===== config.mk =====
export PLATFORM = sky130hd
export DESIGN_NAME = toggle_pattern_gen
export DESIGN_NICKNAME = d
export VERILOG_FILES = /design/src/rtl/toggle_gen_pkg.sv /design/src/rtl/toggle_channel.sv /design/src/rtl/toggle_pattern_gen.sv
export SDC_FILE = /design/constraint.sdc
export NUM_CORES = 1
export LEC_CHECK = 0
export CAP_MARGIN = 40
export CORE_ASPECT_RATIO = 2
export CORE_MARGIN = 8
export CORE_UTILIZATION = 56
export CTS_CLUSTER_DIAMETER = 30
export DETAILED_ROUTE_END_ITERATION = 6
export PLACE_DENSITY_LB_ADDON = 0.1
export SYNTH_ARGS = -nofsm -noshare
export SYNTH_HDL_FRONTEND = slang
export SYNTH_SLANG_ARGS = --single-unit

===== constraint.sdc =====
create_clock -name clock -period 3.25 [get_ports clock]
set_input_delay 0.65 -clock clock [delete_from_list [all_inputs] [get_ports clock]]
set_output_delay 0.65 -clock clock [all_outputs]
set_load 0.01 [all_outputs]

===== src/rtl/toggle_gen_pkg.sv =====
// rtl/toggle_gen_pkg.sv - shared defaults, FSM encoding and mode constants for toggle_pattern_gen
package toggle_gen_pkg;

    localparam int H_DEFAULT  = 8;
    localparam int PW_DEFAULT = 8;
    localparam int CW_DEFAULT = 8;

    typedef enum logic [1:0] {
        IDLE = 2'd0,
        SEQ  = 2'd1,
        PAR  = 2'd2
    } state_t;

    localparam logic SEQ_MODE = 1'b0;
    localparam logic PAR_MODE = 1'b1;

endpackage


===== src/rtl/toggle_channel.sv =====
// rtl/toggle_channel.sv - one toggle channel: P/N config, period timer, remaining counter, out bit
//   clock, reset            clock and synchronous active-high reset
//   cfg_wr                  write cfg_period/cfg_count into this channel's config
//   cfg_period, cfg_count   P and N
//   load                    latch timer=P, remaining=N (run start)
//   en                      channel is allowed to count this cycle
//   out_bit                 this channel's output bit
//   nonzero                 configured N is nonzero
//   finished                remaining is zero
//   last_toggle             the final toggle of this channel happens at the coming edge
module toggle_channel #(
    parameter int PW = 8,
    parameter int CW = 8
) (
    input  logic          clock,
    input  logic          reset,
    input  logic          cfg_wr,
    input  logic [PW-1:0] cfg_period,
    input  logic [CW-1:0] cfg_count,
    input  logic          load,
    input  logic          en,
    output logic          out_bit,
    output logic          nonzero,
    output logic          finished,
    output logic          last_toggle
);

    logic [PW-1:0] period;
    logic [CW-1:0] count;
    logic [PW-1:0] timer;
    logic [CW-1:0] remaining;
    logic [PW-1:0] period_eff;
    logic          toggle_now;

    // A programmed period of 0 behaves like 1 so the timer can never sit at zero.
    assign period_eff  = (period == '0) ? PW'(1) : period;
    assign toggle_now  = en && (remaining != '0) && (timer <= PW'(1));
    assign last_toggle = toggle_now && (remaining == CW'(1));
    assign finished    = (remaining == '0);
    assign nonzero     = (count != '0);

    always_ff @(posedge clock) begin
        if (reset) begin
            period    <= PW'(1);
            count     <= '0;
            timer     <= PW'(1);
            remaining <= '0;
            out_bit   <= 1'b0;
        end else begin
            if (cfg_wr) begin
                period <= cfg_period;
                count  <= cfg_count;
            end
            if (load) begin
                timer     <= period_eff;
                remaining <= count;
            end else if (en && (remaining != '0)) begin
                if (toggle_now) begin
                    out_bit   <= ~out_bit;
                    remaining <= remaining - CW'(1);
                    timer     <= period_eff;
                end else begin
                    timer <= timer - PW'(1);
                end
            end
        end
    end

endmodule


===== src/rtl/toggle_pattern_gen.sv =====
// rtl/toggle_pattern_gen.sv - programmable per-channel toggle generator for detector self-test
//   clock, reset            clock and synchronous active-high reset
//   cfg_we, cfg_ch          config write strobe and channel index (ignored while busy)
//   cfg_period, cfg_count   per-channel P (0 acts as 1) and N (0 disables)
//   mode                    0 sequential, 1 parallel; sampled at start
//   start, stop             begin / abort a run
//   out                     toggle pattern, one bit per channel
//   busy, done              run in progress / one-cycle normal completion pulse
//   active_ch               running channel in sequential mode, else 0
module toggle_pattern_gen
    import toggle_gen_pkg::*;
#(
    parameter int H  = H_DEFAULT,
    parameter int PW = PW_DEFAULT,
    parameter int CW = CW_DEFAULT
) (
    input  logic                 clock,
    input  logic                 reset,
    input  logic                 cfg_we,
    input  logic [$clog2(H)-1:0] cfg_ch,
    input  logic [PW-1:0]        cfg_period,
    input  logic [CW-1:0]        cfg_count,
    input  logic                 mode,
    input  logic                 start,
    input  logic                 stop,
    output logic [H-1:0]         out,
    output logic                 busy,
    output logic                 done,
    output logic [$clog2(H)-1:0] active_ch
);

    localparam int AW = $clog2(H);

    state_t        state, state_n;
    logic [AW-1:0] cur, cur_n;
    logic          done_n;
    logic          load;
    logic [H-1:0]  en;
    logic [H-1:0]  cfg_wr;
    logic [H-1:0]  nonzero;
    logic [H-1:0]  finished;
    logic [H-1:0]  last;
    logic          first_found, next_found;
    logic [AW-1:0] first_idx, next_idx;

    for (genvar i = 0; i < H; i++) begin : g_ch
        assign cfg_wr[i] = cfg_we && (state == IDLE) && (cfg_ch == AW'(i));

        toggle_channel #(
            .PW (PW),
            .CW (CW)
        ) u_ch (
            .clock       (clock),
            .reset       (reset),
            .cfg_wr      (cfg_wr[i]),
            .cfg_period  (cfg_period),
            .cfg_count   (cfg_count),
            .load        (load),
            .en          (en[i]),
            .out_bit     (out[i]),
            .nonzero     (nonzero[i]),
            .finished    (finished[i]),
            .last_toggle (last[i])
        );
    end

    // Priority search, lowest index wins: first enabled channel overall, and
    // first enabled channel above the one currently running.
    always_comb begin
        first_found = 1'b0;
        first_idx   = '0;
        next_found  = 1'b0;
        next_idx    = '0;
        for (int i = H - 1; i >= 0; i--) begin
            if (nonzero[i]) begin
                first_found = 1'b1;
                first_idx   = AW'(i);
            end
            if (nonzero[i] && (AW'(i) > cur)) begin
                next_found = 1'b1;
                next_idx   = AW'(i);
            end
        end
    end

    always_ff @(posedge clock) begin
        if (reset) begin
            state <= IDLE;
            cur   <= '0;
            done  <= 1'b0;
        end else begin
            state <= state_n;
            cur   <= cur_n;
            done  <= done_n;
        end
    end

    // Channels keep counting on the edge that samples stop, so a final toggle
    // coinciding with stop still lands; only the done pulse is withheld.
    always_comb begin
        state_n = state;
        cur_n   = cur;
        done_n  = 1'b0;
        load    = 1'b0;
        en      = '0;
        case (state)
            IDLE: begin
                if (start) begin
                    load = 1'b1;
                    if (first_found) begin
                        cur_n   = first_idx;
                        state_n = (mode == PAR_MODE) ? PAR : SEQ;
                    end else begin
                        done_n = 1'b1;
                    end
                end
            end
            SEQ: begin
                en[cur] = 1'b1;
                if (last[cur]) begin
                    if (next_found) begin
                        cur_n = next_idx;
                    end else begin
                        state_n = IDLE;
                        done_n  = ~stop;
                    end
                end
                if (stop) begin
                    state_n = IDLE;
                end
            end
            PAR: begin
                en = '1;
                if (&(finished | last)) begin
                    state_n = IDLE;
                    done_n  = ~stop;
                end
                if (stop) begin
                    state_n = IDLE;
                end
            end
            default: state_n = IDLE;
        endcase
    end

    assign busy      = (state != IDLE);
    assign active_ch = (state == SEQ) ? cur : '0;

endmodule


**Yosys cells after proc, flatten, opt, wreduce, memory -nomap -nowiden**

Cells that the tools add are included.

- Flip-flop bits (word level): 270
- Latch bits: 0
- RAM bits: 0
- Bits in read-only memories: 0
- Output and inout bits: 13
- Memories kept: 0

- Add/subtract/negate cells: 16
- $mul: 0
- Div/mod/pow operators: 0
- Order comparisons: 18
- Equality and inequality tests: 24
- Shift-type cells: 0
- Mux-type cells: 116
- Bitwise operators: 11
- Reductions and logical operators: 113

Operators by type and width:

| kind | count |
|---|---|
| $mux 8 | 56 |
| $logic_not 8->1 | 16 |
| $reduce_bool 8->1 | 16 |
| $sub 8x1->8 const B | 16 |
| $eq 8x1->1 const B | 8 |
| $le 8x1->1 const B | 8 |
| $mux 3 | 21 |
| $logic_and 1x1->1 | 42 |
| $reduce_bool 2->1 | 18 |
| $mux 1 | 25 |
| $reduce_and 3->1 | 8 |
| $mux 2 | 8 |
| $pmux 8 s2 | 1 |
| $reduce_and 2->1 | 8 |
| $eq 3x3->1 const B | 4 |
| $gt 3x3->1 const A | 4 |
| $not 1->1 | 10 |
| $reduce_and 5->1 | 2 |
| $ne 3x3->1 const B | 3 |
| $ne 2x2->1 const B | 4 |
| $or 8x8->8 | 1 |
| $reduce_and 8->1 | 1 |
| $eq 3x2->1 const B | 2 |
| $gt 1x3->1 const A | 2 |
| other kinds (13) | 14 |

**Longest topological paths before layout**

Gate-level depths: netlist of the first run.

- Depth after elaboration: 14
- Depth in mapped cells: 13
- Mapped depth without buffers: 10

**Cells and area by module**

A second synthesis of the first run with hierarchy kept.

- Cells, all modules: 1736
- Area total of the unflattened synthesis: 14893.0 sq um

Modules (own cells, without submodules):

| module | instances | cells an instance | area an instance (sq um) | seq. area each (sq um) |
|---|---|---|---|---|
| toggle_channel (g_ch[0].u_ch ...) | 7 | 201 | 1746.7 | 660.6 |
| toggle_channel (g_ch[2].u_ch) | 1 | 194 | 1697.9 | 660.6 |
| toggle_pattern_gen | 1 | 135 | 968.4 | 120.1 |

**Worst setup path before layout of the first run**

OpenSTA, ideal clock, no wires.

- Path type: reg2reg
- Start: register state[0]
- End: register g_ch[6].u_ch.remaining[4]
- Arrival: 2594 ps
- Path slack: 565 ps
- Stages on the path, launching flop included: 10
- Buffers on the path: 1
- Clock period less this slack: 2685 ps
- Cells stage by stage: dfxtp_1 -> inv_1 -> ha_1 -> clkbuf_1 -> o21ai_0 -> nor4_4 -> nand2_1 -> or2_2 -> or3_1 -> a311oi_1

- Longest elaborated chain between the ends: 6
- Elaborated cells on any way between the ends: 11

RTL lines:

| what | line | source |
|---|---|---|
| from (decl) | toggle_pattern_gen.sv:34 | `state_t state, state_n;` |
| from (signal assigned) | toggle_pattern_gen.sv:92 | `state <= state_n;` |
| $eq 2x2->1 / $eq 2x1->1 (equally long branches) | toggle_pattern_gen.sv:106 | `case (state)` |
| $pmux 8 s2 | toggle_pattern_gen.sv:106 |  |
| $logic_and 1x1->1 | toggle_channel.sv:37, toggle_channel.sv:57 |  |
| $logic_and 1x1->1 | toggle_channel.sv:37 | `assign toggle_now = en && (remaining != '0) && (timer <= PW'(1));` |
| $reduce_bool 2->1 (no source line) | n/a |  |
| $reduce_and 2->1 (no source line) | n/a |  |
| to (signal assigned) | toggle_channel.sv:56 | `remaining <= count;` |
| to (signal assigned) | toggle_channel.sv:60 | `remaining <= remaining - CW'(1);` |
| to (decl) | toggle_channel.sv:31 | `logic [CW-1:0] remaining;` |

Several ways; a longest one is shown, not always the timed one.
A chain may end at the register's enable or synchronous reset.

**Worst setup path in the final report of the first run**

- Start: register state[1]
- End: register g_ch[4].u_ch.timer[2]

- Longest elaborated chain between the ends: 7
- Elaborated cells on any way between the ends: 11

RTL lines:

| what | line | source |
|---|---|---|
| $eq 2x2->1 / $eq 2x1->1 (equally long branches) | toggle_pattern_gen.sv:106 |  |
| $pmux 8 s2 | toggle_pattern_gen.sv:106 |  |
| $logic_and 1x1->1 | toggle_channel.sv:37, toggle_channel.sv:57 |  |
| $logic_and 1x1->1 | toggle_channel.sv:37 |  |
| $mux 8 | toggle_channel.sv:58 | `if (toggle_now) begin` |
| $mux 8 | toggle_channel.sv:57 | `end else if (en && (remaining != '0)) begin` |
| $mux 8 | toggle_channel.sv:54 | `if (load) begin` |
| to (signal assigned) | toggle_channel.sv:55 | `timer <= period_eff;` |
| to (signal assigned) | toggle_channel.sv:61 | `timer <= period_eff;` |
| to (signal assigned) | toggle_channel.sv:63 | `timer <= timer - PW'(1);` |
| to (decl) | toggle_channel.sv:30 | `logic [PW-1:0] timer;` |

Several ways; a longest one is shown, not always the timed one. The select of a mux whose other input is x is not followed.

==> results of run 1 <==
## final cells by class
type	instances	area (um^2)
clock inverter	26	269
sequential	270	5410
multi-input combinational	1388	7820
inverter	51	191
tap	336	420
clock buffer	45	1040
fill	2243	8950
timing repair buffer	82	737
## registers in the layout, indices dropped and copies added, names as in the netlist
signal,count
cur,3
g_ch.u_ch.timer,64
g_ch.u_ch.remaining,64
state,2
done,1
g_ch.u_ch.count,64
g_ch.u_ch.period,64
g_ch.u_ch.out_bit,8
## worst max-delay path by stage
stage                           from  cells past startpoint                                      to  slack (ns)
2_1_floorplan  state[0]$_SDFFE_PP0P_                      9  g_ch[6].u_ch.remaining[4]$_SDFFE_PP0P_        0.57
5_1_grt        state[1]$_SDFFE_PP0P_                     10      g_ch[4].u_ch.timer[2]$_SDFFE_PP0P_       0.006
4_1_cts        state[1]$_SDFFE_PP0P_                     10      g_ch[4].u_ch.timer[2]$_SDFFE_PP0P_        0.29
3_5_place_dp                   start                      8      g_ch[1].u_ch.timer[2]$_SDFFE_PP0P_        0.24
3_3_place_gp                   start                      8      g_ch[2].u_ch.timer[4]$_SDFFE_PP0P_        0.34
6_report       state[1]$_SDFFE_PP0P_                     10      g_ch[4].u_ch.timer[2]$_SDFFE_PP0P_        0.25
## synth_stat cells (7+ instances only)
master,count
clkbuf_2,10
buf_2,9
nand2_1,376
nor3_1,59
nand3b_1,11
a31oi_1,10
o211ai_1,20
ha_1,45
a2bb2oi_1,7
a22oi_1,12
o21ai_0,81
or2_2,18
nor2_1,175
nand3_1,25
a21oi_1,191
a311oi_1,15
xnor2_1,32
clkbuf_1,98
a211oi_1,62
dfxtp_1,270
buf_4,8
or3_1,20
o31ai_1,8
inv_1,51
o21bai_1,8
nand2b_1,12
and2_1,10
nand4_1,8
xor2_1,20
or4_1,21
nor4_1,43
## worst min-delay path, stage by stage, from the launching register on
cell     delay [ns]
dfxtp_1        0.32
nand2_1        0.06
a21oi_1        0.05
## cells in the final DEF, fill, tap and decap left out, drive strengths merged, types with 7 or more instances in the layout
cell / n
nand2: 376
dfxtp: 270
a21oi: 191
nor2: 177
o21ai: 83
a211oi: 65
inv: 65
nor3: 60
clkbuf: 46
ha: 45
nor4: 45
buf: 45
clkdlybuf4s50: 36
xnor2: 32
nand3: 25
or4: 23
or2: 21
o211ai: 20
or3: 20
xor2: 20
a311oi: 15
nand2b: 12
a22oi: 12
and2: 11
nand3b: 11
a31oi: 10
o21bai: 8
nand4: 8
o31ai: 8
a2bb2oi: 7
nor4b: 7
## cell families after synthesis
group	Yosys count	synth area share, %
AO/OA/AOI/OAI	464	20.9
XOR/XNOR	52	3.26
multiplexers	2	0.143
buffers and inverters	179	5.36
AND/OR/NAND/NOR	825	27.6
flip-flops	270	38.7
adder cells (fa/ha/maj)	45	4.03
## where the power goes
part	switching [mW]	internal [mW]	total, mW
clock network	1.73	2.47	4.20
logic	2.71	1.57	4.28
registers	0.461	3.76	4.22
## per-layer routing
| metal | share of wire (%) | vias to the layer above |
|---|---|---|
| li1 | - | 6445 |
| met1 | 41 | 6204 |
| met2 | 48 | 424 |
| met3 | 5.9 | 112 |
| met4 | 5.6 | 0 |
| met5 | 0 | - |
## stage by stage
stage	utilization [%]	instance area (um^2)	instances	hold slack, ns	total power [mW]
after floorplan	-	14000	1837	0.439	7.27
after global placement	58.7	14600	2127	0.455	8.32
after detailed placement	58.7	14600	2127	0.460	8.45
after CTS	64.0	15900	2198	0.472	12.7
after global routing	64.0	15900	2198	0.480	13.4
final	64.0	15900	2198	0.468	12.7
==> results.py, run 1 <==
metrics = {
    "drt": {
        "via_per_inst": 6.00,
        "wl_per_cell_um": 18.3,
        "num_vias": 13185,
        "drc": 0,
        "totalWireLength_um": 40200,
        "postRouteAntennaNets": 0,
        "dr.pass1.iters": 5,
        "drt_iter0_markers": 879,
    },
    "placed_design": {
        "dpl_worst_slack_ns": 0.245,
        "io_buffers": 37,
        "gp_congestion": 0.958,
        "hpwl_um": 27700,
    },
    "global_routing": {
        "grt_util_all_layers_pct": 26.0,
        "antenna_found_initial": 0,
        "grt_pass1_wl_um": 63900,
        "grtUsageMet1_pct": 31.4,
        "use_met3_pct": 3.50,
        "grt_overflow": 0,
        "grt_use_met2_pct": 43.3,
        "grt_max_degree": 112,
        "busiest_layer": "met2",
        "grt_pass1_vias": 12480,
    },
    "critical_path": {
        "crit_fanout": 14,
        "critPathBufInv": 1,
        "cp-end-kind": "flop",
        "max_stage_delay_ns": 0.70,
        "cp_top_family": "simple AND/OR/NAND/NOR gates",
        "startpoint_type": "flop",
        "rr_startpoint": "state[1]$_SDFFE_PP0P_",
        "worstPathRequired_ns": 3.73,
        "reg2reg_slack_ns": 0.25,
        "cp_slowest_cell": "nor2_1",
        "worstSetupPathType": "reg -> reg",
        "rr_worst_depth": 10,
        "crit_chain": "inv_1 > ha_1 > nor4bb_1 > o21ai_0 > a211oi_2 > nor2_1 > nand2_1 > o21ai_0 > a22oi_1 > nor2_1",
        "r2r_end": "g_ch[4].u_ch.timer[2]$_SDFFE_PP0P_",
        "arrival_ns": 3.48,
    },
    "floorplan": {
        "start_util_pct": 56.2,
        "rows": 82,
        "io_pins": 38,
        "die_width_um": 128,
        "placeableCoreArea_um2": 24800,
        "die_h_um": 239,
        "dieArea_um2": 30500,
    },
    "yosys": {
        "synth_top_area_share_pct": 38.7,
        "ys_warn_count": 0,
        "ys_seq_area_share_pct": 38.7,
        "synth_largest_area_cell": "dfxtp_1",
        "synth_seq_cells": 270,
        "synth_cells": 1837,
        "synthArstFlopShare_pct": 0,
        "syn_nets": 1907,
        "synthTopCellsByArea": "dfxtp_1 39%, nand2_1 10%, a21oi_1 6.8%, nor2_1 4.7%, ha_1 4.0%",
        "synth_edf_count": 0,
        "synth-main-ff-cell": "dfxtp_1",
        "ys_types": 73,
        "synth.avg_cell_area_um2": 7.60,
        "syn_area_um2": 14000,
    },
    "sta": {
        "fin_crit_sh_pct": 92.4,
        "fin_crit_ns": 3.00,
        "setup_viol": 0,
        "finalSetupTns_ns": 0,
        "layout_setup_ws_ns": 0.247,
        "rsz0062_at_grt": "false",
        "slew_viol_final": 0,
        "hold_violations": 0,
        "maxSlewHeadroom_pct": 39.8,
        "max_freq_mhz": 333,
        "worst_slew_pin_slew_ns": 0.894,
        "finalClockSkew_ns": 0.0225,
    },
    "cts": {
        "numCtsBuffers": 39,
        "cts_tree": "done",
        "cts_setup_buffers": 0,
        "postCtsHoldBufs": 0,
        "clock-root-buffer": "clkbuf_16",
        "clkLatencyLatePin_ns": 0.55,
        "clk_pin_slew_ns": 0.06,
        "clock_sinks": 270,
        "clockBufferDepth": 3,
        "htree_levels": 2,
        "cts_resized": 0,
    },
    "layout": {
        "antenna_cells": 0,
        "drive_gt1_share_pct": 8.16,
        "final_nets": 1902,
        "syn2layout_area_growth_pct": 13.7,
    },
    "power": {
        "ir_drop_v": 0.000663,
        "leakage_nw": 5.69,
        "power.density_nw_per_um2": 800,
    },
    "hold_path": {
        "min-delay-start": "g_ch[2].u_ch.timer[1]$_SDFFE_PP0P_",
        "min-delay-path-class": "reg -> reg",
        "whs_path_depth": 2,
        "hold_path_end": "g_ch[2].u_ch.timer[1]$_SDFFE_PP0P_",
    },
    "job": {
        "drv_cap": 0,
    },
    "outcome": {
        "outcome": "finished clean",
    },
}
(Power assumes the default switching activity.)
==> run 2, diff against run 1 <==
--- a/config.mk
+++ b/config.mk
@@ -11,6 +11,7 @@
 export CORE_UTILIZATION = 56
 export CTS_CLUSTER_DIAMETER = 30
 export DETAILED_ROUTE_END_ITERATION = 6
+export HOLD_SLACK_MARGIN = 0.08
 export PLACE_DENSITY_LB_ADDON = 0.1
 export SYNTH_ARGS = -nofsm -noshare
 export SYNTH_HDL_FRONTEND = slang
==> constraint.sdc (replaced) <==
create_clock -name clock -period 3.3 [get_ports clock]
set_input_delay 0.66 -clock clock [delete_from_list [all_inputs] [get_ports clock]]
set_output_delay 0.66 -clock clock [all_outputs]
set_load 0.01 [all_outputs]
==> run 2 against run 1 <==
Against the previous run: count of clock-buffer cells in the layout rose by 1; global-route usage about the same; critical path depth unchanged; maximum frequency shrank 0.18%; largest cell class unchanged; sequential power down 1%; largest power group is now clock; power fell by 0.10%; clock skew grew 0.00075 ns; utilization rose by 0.29 points.
==> results.py, run 2 (synthesis results as in run 1) <==
metrics = {
    "drt": {
        "drc": 0,
        "postRouteAntennaNets": 0,
        "drt_iter0_markers": 1074,
        "dr.pass1.iters": 6,
        "wl_per_cell_um": 18.0,
        "num_vias": 13205,
        "via_per_inst": 6.01,
        "totalWireLength_um": 39600,
    },
    "critical_path": {
        "cp_slowest_cell": "nor4_4",
        "startpoint": "state[1]$_SDFFE_PP0P_",
        "worstSetupPathType": "reg -> reg",
        "worstPathRequired_ns": 3.73,
        "cp-end-kind": "flop",
        "arrival_ns": 3.44,
        "crit_fanout": 7,
        "crit_chain": "inv_1 > ha_1 > and4b_1 > o21ai_0 > buf_4 > nor4_4 > nand2_1 > or2_2 > or3_1 > a311oi_1",
        "startpoint_type": "flop",
        "max_stage_delay_ns": 0.44,
        "rr_startpoint": "state[1]$_SDFFE_PP0P_",
    },
    "cts": {
        "htree_levels": 2,
        "cts_tree": "done",
        "postCtsHoldBufs": 0,
        "clock-root-buffer": "clkbuf_16",
        "clk_pin_slew_ns": 0.07,
        "clkLatencyLatePin_ns": 0.54,
        "clockBufferDepth": 3,
        "clock_sinks": 270,
        "numCtsBuffers": 38,
    },
    "sta": {
        "rsz0062_at_grt": "false",
        "max_freq_mhz": 332,
        "fin_crit_sh_pct": 91.2,
        "fin_crit_ns": 3.01,
        "finalClockSkew_ns": 0.0233,
        "setup_viol": 0,
        "worst_slew_pin_slew_ns": 0.870,
        "maxSlewHeadroom_pct": 41.4,
        "slew_viol_final": 0,
        "hold_violations": 0,
        "finalSetupTns_ns": 0,
    },
    "power": {
        "power_mw": 12.7,
        "ir_drop_v": 0.000615,
        "leakage_nw": 5.72,
        "power.density_nw_per_um2": 795,
    },
    "floorplan": {
        "die_h_um": 239,
        "die_width_um": 128,
        "io_pins": 38,
        "rows": 82,
        "dieArea_um2": 30500,
        "start_util_pct": 56.2,
        "placeableCoreArea_um2": 24800,
    },
    "global_routing": {
        "grt_overflow": 0,
        "grt_pass1_vias": 12454,
        "grt_pass1_wl_um": 64300,
        "grt_max_degree": 120,
        "grt_util_all_layers_pct": 26.0,
        "antenna_found_initial": 0,
    },
    "hold_path": {
        "min-delay-path-class": "reg -> reg",
        "min-delay-start": "g_ch[0].u_ch.count[1]$_SDFFE_PP0P_",
    },
    "layout": {
        "mostFrequentLayoutCells": "375 x nand2_1, 270 x dfxtp_1, 191 x a21oi_1",
        "syn2layout_area_growth_pct": 14.2,
        "seq_area_um2": 5410,
        "drive_gt1_share_pct": 8.06,
        "multi_input_area_um2": 7820,
        "final_nets": 1900,
        "fill_cells": 2243,
        "antenna_cells": 0,
        "final_common_cell": "nand2_1",
    },
    "placed_design": {
        "hpwl_um": 27400,
        "gp_congestion": 0.961,
        "io_buffers": 37,
    },
    "job": {
        "drv_cap": 0,
    },
    "outcome": {
        "outcome": "finished clean",
    },
}
[run 2: changes by cell type in the layout (fill, tap and decap cells not counted), sizes merged]
cell and delta:
clkinvlp -3, bufinv +1, inv -2, clkbuf +1
clkinv +2, buf -1
[run 2: worst max-delay path: cells and delay by family, from the launching register on]
family                     cells  cell delay [ns]
DFF                            1             0.34
adders and majority gates      1             0.32
and+or+nand+nor                5             1.55
buffers and inverters          2             0.29
AOI/OAI and AO/OA              2             0.41
[run 2: path summary, 6_finish.rpt]
check / slack, ns / depth (start not counted) / end
max: 0.29 / 10 / g_ch[6].u_ch.remaining[4]$_SDFFE_PP0P_
min: 0.46 / 2 / g_ch[0].u_ch.remaining[1]$_SDFFE_PP0P_
max reg2reg: 0.29 / 10 / g_ch[6].u_ch.remaining[4]$_SDFFE_PP0P_
min reg2reg: 0.46 / 2 / g_ch[0].u_ch.remaining[1]$_SDFFE_PP0P_
[run 2: cell type report]
type	count	share of cell area (%)
Clock buffer	46	6.68
Clock inverter	24	1.95
Inverter	51	1.20
Multi-Input combinational cell	1388	49.0
Sequential cell	270	33.9
Tap cell	336	2.64
Timing Repair Buffer	81	4.64
[run 2: report_power, final]
group	switching (mW)	leakage, nW	internal (mW)
combinational	2.66	2.86	1.55
sequential	0.455	2.20	3.70
clock	1.75	0.665	2.57
[run 2: timing repair]
action | 4_1_cts | 5_1_grt
resized for setup | 0 | 1
endpoints found under the setup margin | 0 | 1
buffers inserted | 0 | 0
[run 2: per-layer routing]
| layer | vias up | global-route usage, % | wire length, um |
|---|---|---|---|
| li1 | 6444 | - | - |
| met1 | 6214 | 30.8 | 16200 |
| met2 | 430 | 45.0 | 19400 |
| met3 | 117 | 3.32 | 2110 |
| met4 | 0 | 13.1 | 1860 |
| met5 | - | 0 | 0 |
[run 2: through the flow]
step,setup slack (ns),instance area [um^2],hold WS [ns],util (%),instances
finish,0.292,16000,0.460,64.2,2196
global placement,0.329,14600,0.454,58.7,2125
detailed placement,0.301,14600,0.456,58.7,2126
global route,0.0394,16000,0.482,64.2,2196
floorplan,0.615,14000,0.439,-,1837
CTS,0.258,15900,0.466,64.2,2196
